File: src/rtl/video_addrgen_pkg.sv
// Shared widths and helpers for the scrolling video fetch address generator.
package video_addrgen_pkg;

  localparam int AW_DEF     = 21;
  localparam int PLANES_DEF = 2;
  localparam int XW_DEF     = 8;
  localparam int YW_DEF     = 9;

  // Returns plane p's base from a packed base vector (plane 0 in LSBs); caller truncates to AW.
  function automatic logic [31:0] plane_sel(input logic [127:0] bases, input logic [1:0] p,
                                            input int unsigned aw);
    logic [127:0] sh;
    sh = bases >> (32'(p) * aw);
    return sh[31:0];
  endfunction

  function automatic logic [15:0] sat1(input logic [15:0] v);
    return (v == 16'd0) ? 16'd1 : v;
  endfunction

endpackage

File: src/rtl/video_addrgen_scroll_wrap_counter.sv
// Loadable up-counter that returns to zero after reaching a programmable limit.
module wrap_counter
  import video_addrgen_pkg::*;
#(
  parameter int W = XW_DEF
) (
  input  logic         clk,
  input  logic         rst,
  input  logic         load_i,
  input  logic [W-1:0] load_val_i,
  input  logic         inc_i,
  input  logic [W-1:0] lim_i,
  output logic [W-1:0] cnt_o,
  output logic [W-1:0] nxt_o,
  output logic         wrap_o
);

  logic [W-1:0] cnt_q, cnt_d;

  assign wrap_o = (cnt_q == lim_i);

  always_comb begin
    cnt_d = cnt_q;
    if (load_i)     cnt_d = load_val_i;
    else if (inc_i) cnt_d = wrap_o ? '0 : cnt_q + 1'b1;
  end

  always_ff @(posedge clk or posedge rst) begin
    if (rst) cnt_q <= '0;
    else     cnt_q <= cnt_d;
  end

  assign cnt_o = cnt_q;
  assign nxt_o = cnt_d;

endmodule

File: src/rtl/video_addrgen_scroll.sv
// Video fetch address generator: per-plane bases, line stride, X/Y scroll with wrap,
// config shadowed at frame start.
module video_addrgen_scroll
  import video_addrgen_pkg::*;
#(
  parameter int AW     = AW_DEF,
  parameter int PLANES = PLANES_DEF,
  parameter int XW     = XW_DEF,
  parameter int YW     = YW_DEF
) (
  input  logic                 clk,
  input  logic                 rst,
  input  logic                 line_start,
  input  logic                 int_start,
  input  logic                 vpix,
  input  logic                 video_next,
  input  logic [PLANES*AW-1:0] cfg_base,
  input  logic [XW-1:0]        cfg_stride,
  input  logic [XW-1:0]        cfg_wpl,
  input  logic [YW-1:0]        cfg_height,
  input  logic [XW-1:0]        cfg_xoff,
  input  logic [YW-1:0]        cfg_yoff,
  output logic [AW-1:0]        video_addr,
  output logic                 fetch_busy,
  output logic                 overrun,
  output logic [2:0]           typos
);

  localparam int PW = (PLANES > 1) ? $clog2(PLANES) : 1;

  logic [PLANES*AW-1:0] base_q, base_e;
  logic [XW-1:0]        stride_q, wpl_q, xoff_q, wpl_e, xoff_e;
  logic [YW-1:0]        height_q, yoff_q;
  logic [YW-1:0]        ic_q, ic_d;
  logic [AW-1:0]        row_q, row_d, addr_q, addr_d, stride_e;
  logic [PW-1:0]        p_q, p_d;
  logic [XW-1:0]        wc_q, wc_d, wc_inc, x_q, x_nxt, x_lim;
  logic [YW-1:0]        y_q, y_nxt, y_lim;
  logic                 busy_q, busy_d, ovr_q, first_q, first_d, fok_q, ls_q;
  logic                 line_init, step, adv, iter, y_inc, x_inc, p_last, done, y_wrap;
  logic                 unused_x_wrap, unused_y;

  // Same-cycle int_start makes the new config visible to a coincident line init.
  assign base_e = int_start ? cfg_base : base_q;
  assign wpl_e  = int_start ? cfg_wpl  : wpl_q;
  assign xoff_e = int_start ? cfg_xoff : xoff_q;

  assign stride_e = AW'(sat1(16'(stride_q)));
  assign x_lim    = XW'(sat1(16'(stride_q)) - 16'd1);
  assign y_lim    = YW'(sat1(16'(height_q)) - 16'd1);

  assign line_init = ls_q & vpix & (fok_q | int_start);
  assign step      = video_next & busy_q & ~line_init & ~int_start;
  assign adv       = line_init & ~first_q & ~int_start;
  // y*stride is built by stepping y from 0 yoff times, so y also lands on yoff mod height.
  assign iter      = (ic_q != '0) & ~int_start;
  assign y_inc     = iter | adv;
  assign p_last    = (p_q == PW'(PLANES - 1));
  assign x_inc     = step & p_last;
  assign wc_inc    = wc_q + 1'b1;
  assign done      = x_inc & (wc_inc == wpl_q);

  wrap_counter #(.W(XW)) u_x (
    .clk(clk), .rst(rst), .load_i(line_init), .load_val_i(xoff_e), .inc_i(x_inc),
    .lim_i(x_lim), .cnt_o(x_q), .nxt_o(x_nxt), .wrap_o(unused_x_wrap)
  );

  wrap_counter #(.W(YW)) u_y (
    .clk(clk), .rst(rst), .load_i(int_start), .load_val_i('0), .inc_i(y_inc),
    .lim_i(y_lim), .cnt_o(y_q), .nxt_o(y_nxt), .wrap_o(y_wrap)
  );

  assign unused_y = ^{y_q[YW-1:3], y_nxt};

  always_comb begin
    ic_d = ic_q;
    if (int_start) ic_d = cfg_yoff;
    else if (iter) ic_d = ic_q - 1'b1;

    row_d = row_q;
    if (int_start)  row_d = '0;
    else if (y_inc) row_d = y_wrap ? '0 : row_q + stride_e;

    first_d = first_q;
    if (line_init)      first_d = 1'b0;
    else if (int_start) first_d = 1'b1;
  end

  always_comb begin
    p_d    = p_q;
    wc_d   = wc_q;
    busy_d = busy_q;
    addr_d = addr_q;
    if (line_init) begin
      p_d    = '0;
      wc_d   = '0;
      busy_d = (wpl_e != '0);
      addr_d = base_e[AW-1:0] + row_d + AW'(xoff_e);
    end else if (int_start) begin
      busy_d = 1'b0;
    end else if (step) begin
      p_d = p_last ? '0 : p_q + 1'b1;
      if (x_inc) wc_d = wc_inc;
      // The final step ends the line; the last address stays on the bus.
      if (done) busy_d = 1'b0;
      else      addr_d = AW'(plane_sel(128'(base_q), 2'(p_d), AW)) + row_q + AW'(x_nxt);
    end
  end

  always_ff @(posedge clk or posedge rst) begin
    if (rst) begin
      base_q   <= '0;
      stride_q <= '0;
      wpl_q    <= '0;
      height_q <= '0;
      xoff_q   <= '0;
      yoff_q   <= '0;
      ic_q     <= '0;
      row_q    <= '0;
      p_q      <= '0;
      wc_q     <= '0;
      busy_q   <= 1'b0;
      addr_q   <= '0;
      ovr_q    <= 1'b0;
      first_q  <= 1'b0;
      fok_q    <= 1'b0;
      ls_q     <= 1'b0;
    end else begin
      if (int_start) begin
        base_q   <= cfg_base;
        stride_q <= cfg_stride;
        wpl_q    <= cfg_wpl;
        height_q <= cfg_height;
        xoff_q   <= cfg_xoff;
        yoff_q   <= cfg_yoff;
        fok_q    <= 1'b1;
      end
      ic_q    <= ic_d;
      row_q   <= row_d;
      p_q     <= p_d;
      wc_q    <= wc_d;
      busy_q  <= busy_d;
      addr_q  <= addr_d;
      ovr_q   <= ovr_q | (video_next & ~busy_q);
      first_q <= first_d;
      ls_q    <= line_start;
    end
  end

  assign video_addr = addr_q;
  assign fetch_busy = busy_q;
  assign overrun    = ovr_q;
  assign typos      = y_q[2:0];

endmodule

File: config.mk
export PLATFORM = sky130hd
export DESIGN_NAME = video_addrgen_scroll
export DESIGN_NICKNAME = d
export VERILOG_FILES = /design/src/rtl/video_addrgen_pkg.sv /design/src/rtl/video_addrgen_scroll_wrap_counter.sv /design/src/rtl/video_addrgen_scroll.sv
export SDC_FILE = /design/constraint.sdc
export NUM_CORES = 1
export LEC_CHECK = 0
export CAP_MARGIN = 20
export CORE_MARGIN = 5
export CORE_UTILIZATION = 45
export DETAILED_ROUTE_END_ITERATION = 10
export DONT_BUFFER_PORTS = 1
export GPL_TIMING_DRIVEN = 0
export PLACE_DENSITY_LB_ADDON = 0.15
export SLEW_MARGIN = 15
export SYNTH_ARGS = -nofsm -noshare
export SYNTH_HDL_FRONTEND = slang
export SYNTH_SLANG_ARGS = --single-unit
File: constraint.sdc
create_clock -name clk -period 10.72 [get_ports clk]
set_clock_uncertainty 0.2 [all_clocks]
set_input_delay 0.536 -clock clk [delete_from_list [all_inputs] [get_ports clk]]
set_output_delay 0.536 -clock clk [all_outputs]
set_load 0.005 [all_outputs]
==> results.sh <==
export IMPL_grt_ovfl_total=0
export IMPL_routedWlPerCell_um=20.7
export IMPL_crit_buf_inv=3
export IMPL_dr_pass1_iters=5
export IMPL_vias=7539
export IMPL_ys_flop_type="dfrtp_1"
export IMPL_hpwlAfterDp_um=20800
export IMPL_h_tree_depth=4
export IMPL_syn_area_mm2=0.0103
export IMPL_cp_arrival_ns=8.04
export IMPL_grt_use_total_pct=21.7
export IMPL_finalHoldViolCount=0
export IMPL_ios=116
export IMPL_yosysTopAreaCell="dfrtp_1"
export IMPL_ir_drop_mv=0.0893
export IMPL_clock_latency_ns=0.43
export IMPL_netlist_top_cells_count="157 x dfrtp_1, 84 x mux2_2, 76 x ha_1, 71 x nor2_1, 71 x o21ai_0"
export IMPL_r2r_start="height_q[3]"
export IMPL_slowest_stage="clkbuf_1"
export IMPL_post_synth_top_count_cell="dfrtp_1"
export IMPL_synth_edf_count=0
export IMPL_die_h_um=161
export IMPL_initial_core_util_pct=45.6
export IMPL_finalSetupViolCount=0
export IMPL_fmax_ghz=0.127
export IMPL_rsz0062_at_grt="no"
export IMPL_power_mw=1.98
export IMPL_reg2reg_slack_ns=2.82
export IMPL_seq_area_frac_synth_pct=38.1
export IMPL_avgSynthCellArea_um2=10.1
export IMPL_period_needed_ns=7.90
export IMPL_die_width_um=161
export IMPL_ant_nets=0
export IMPL_core_mm2=0.0226
export IMPL_synthTopCellsByArea="dfrtp_1 38%, ha_1 9.2%, mux2_2 9.2%, xnor2_1 4.8%, fa_1 3.7%"
export IMPL_min_to="overrun"
export IMPL_synth_top_cell_area_share_pct=38.1
export IMPL_status="finished, final reports clean"
export IMPL_p_leak_nw=4.95
export IMPL_whs_ns=0.0222
export IMPL_relSlewSlack_pct=29.3
export IMPL_rr_worst_depth=25
export IMPL_grt_pass1_vias=7753
export IMPL_worstMarginPinSlew_ns=1.06
export IMPL_grt_max_degree=105
export IMPL_yosysUniqueCellTypes=63
export IMPL_cp_required_ns=10.86
export IMPL_areaGrowthSynthToFinish_pct=9.98
export IMPL_async_reset_ff_share_pct=100
export IMPL_post_cts_setup_buffers=0
export IMPL_dp_cells=1308
export IMPL_fin_cells=1341
export IMPL_yosys_warnings=0
export IMPL_slew_violations=0
export IMPL_fin_tns_setup_ns=0
export IMPL_antenna_diode_count=0
export IMPL_drc=0
export IMPL_drive_gt1_share_pct=12.9
export IMPL_cts_buffer_depth=2
export IMPL_numCtsBuffers=17
export IMPL_syn_num_nets=1206
export IMPL_drt_wl_total_um=27800
export IMPL_path_common_cell="o21ai_0"
export IMPL_critPathLaunchType="flip-flop"
export IMPL_timing_final_crit_share_pct=73.7
export IMPL_timing_rr_end="video_addr[19]"
export IMPL_viasPerCell=5.62
export IMPL_slowest_delay_ns=0.64
export IMPL_cap_violations=0
export IMPL_path_max_fanout=10
export IMPL_drtIter0Drc=599
export IMPL_cp_top_family="compound AO/OA/AOI/OAI gates"
export IMPL_portBuffers=0
export IMPL_place_congestion=0.923
export IMPL_cts_tree="yes"
export IMPL_grt_pass1_wl_um=43700
export IMPL_path_class="flip-flop to flip-flop"
export IMPL_end_kind="flip-flop"
export IMPL_clk_pin_slew_ns=0.06
export IMPL_hold_path_startpoint="video_next"
export IMPL_die_area_mm2=0.0260
export IMPL_placementRows=55
export IMPL_antenna_found_initial=1
export IMPL_syn_inst=1021
export IMPL_synth_seq_cells=157
export IMPL_nets=1229
export IMPL_p_per_area_mw_per_mm2=175
export IMPL_min_path_cells=1
export IMPL_cts_sinks=157
export IMPL_cts_root_buf="clkbuf_16"
export IMPL_hold_class="input port to flip-flop"
export IMPL_fill_cells=2085
-- final cells by class --
class	instances	area, um2	share of cell area, %
Buffer	37	153	1.35
Clock buffer	19	443	3.91
Clock inverter	12	161	1.42
Inverter	52	203	1.79
Multi-Input combinational cell	775	6030	53.2
Sequential cell	157	3930	34.7
Tap cell	285	357	3.15
Timing Repair Buffer	4	55.1	0.486
-- state kept, by name (all words and copies together) (netlist names), 8 cells and up --
| register | cells |
|---|---|
| wpl_q | 8 |
| xoff_q | 8 |
| ic_q | 9 |
| height_q | 9 |
| wc_q | 8 |
| stride_q | 8 |
| row_q | 21 |
| base_q | 42 |
| u_x.cnt_o | 8 |
| video_addr | 21 |
| u_y.cnt_o | 9 |
-- power by group --
part | total (mW) | internal (mW) | switching [mW]
logic | 0.610 | 0.276 | 0.334
clock network | 0.638 | 0.374 | 0.263
registers | 0.735 | 0.665 | 0.0695
total | 1.98 | 1.32 | 0.667
-- worst register-to-register path, cell delays in order, from the launching register on --
cell       delay, ns
dfrtp_1         0.47
or4_4           0.61
o31a_1          0.32
ha_1            0.24
nand2b_1        0.18
o21ai_0         0.12
a2111oi_0       0.41
and4_4          0.31
a21o_1          0.25
clkbuf_1        0.64
buf_2           0.43
nor2_1          0.14
fa_1            0.52
ha_1            0.21
inv_1           0.07
fa_1            0.40
nor2b_1         0.15
o21a_1          0.13
o21ai_0         0.14
a2111oi_0       0.53
o21ai_0         0.32
a211oi_1        0.43
nor2_1          0.10
a21oi_1         0.18
xnor2_1         0.09
a211oi_1        0.22
-- kinds of logic (layout without fill, tap and decap cells) --
logic type / after synthesis / after routing / share of synthesized area [%]
AOI/OAI and AO/OA: 217 / 217 / 13.2
buffers and inverters: 89 / 124 / 3.38
muxes: 112 / 112 / 11.9
DFF: 157 / 157 / 38.1
adders and majority gates: 95 / 95 / 12.9
and+or+nand+nor: 262 / 262 / 12.8
xor gates and xnor gates: 89 / 89 / 7.72
-- per-stage QoR --
stage / setup WS, ns / instance area, um2 / util (%)
2_1_floorplan: 4.54 / 10300 / -
3_3_place_gp: 2.90 / 10700 / 47.2
3_5_place_dp: 2.79 / 10700 / 47.4
4_1_cts: 2.80 / 11300 / 50.2
5_1_grt: 2.35 / 11300 / 50.2
6_report: 2.82 / 11300 / 50.2
-- worst max path at each step --
| stage | depth (start not counted) | start | to | slack (ns) |
|---|---|---|---|---|
| floorplan | 25 | height_q[3] | video_addr[19] | 4.54 |
| global placement | 25 | height_q[3] | video_addr[19] | 2.90 |
| detailed placement | 25 | height_q[3] | video_addr[19] | 2.79 |
| CTS | 25 | height_q[3] | video_addr[19] | 2.80 |
| global route | 25 | height_q[3] | video_addr[19] | 2.35 |
| finish | 25 | height_q[3] | video_addr[19] | 2.82 |
-- routing by layer --
metal / vias up / wire length (um) / global-route usage [%]
met5: - / 11 / 0
met4: 2 / 399 / 5.23
met3: 28 / 1370 / 5.61
met2: 164 / 13100 / 35.3
met1: 3657 / 13000 / 29.2
li1: 3688 / - / -
-- timing repair --
action | 4_1_cts | 5_1_grt
endpoints found under the setup margin | 0 | 0
hold endpoints to repair | 54 | 0
hold buffers | 2 | 0
gates resized for setup | 0 | 0
-- placed cells by master (no fill, tap or decap), drive strengths merged, types with 4 or more instances in the layout --
master,count
nor2b,12
a21oi,59
inv,56
o21bai,8
nand2b,13
xor2,32
nand4,5
o21a,12
or3,14
a211oi,9
and2,4
fa,19
nand2,55
a21o,12
nor2,72
o31ai,4
buf,11
nor4,10
nor3b,7
mux2i,28
ha,76
a22o,4
xnor2,56
or2,7
a211o,4
nand3,23
nor3,17
mux2,84
o21ai,71
and3,12
clkbuf,47
dfrtp,157
Note: power is estimated with default switching activity, not from simulation.
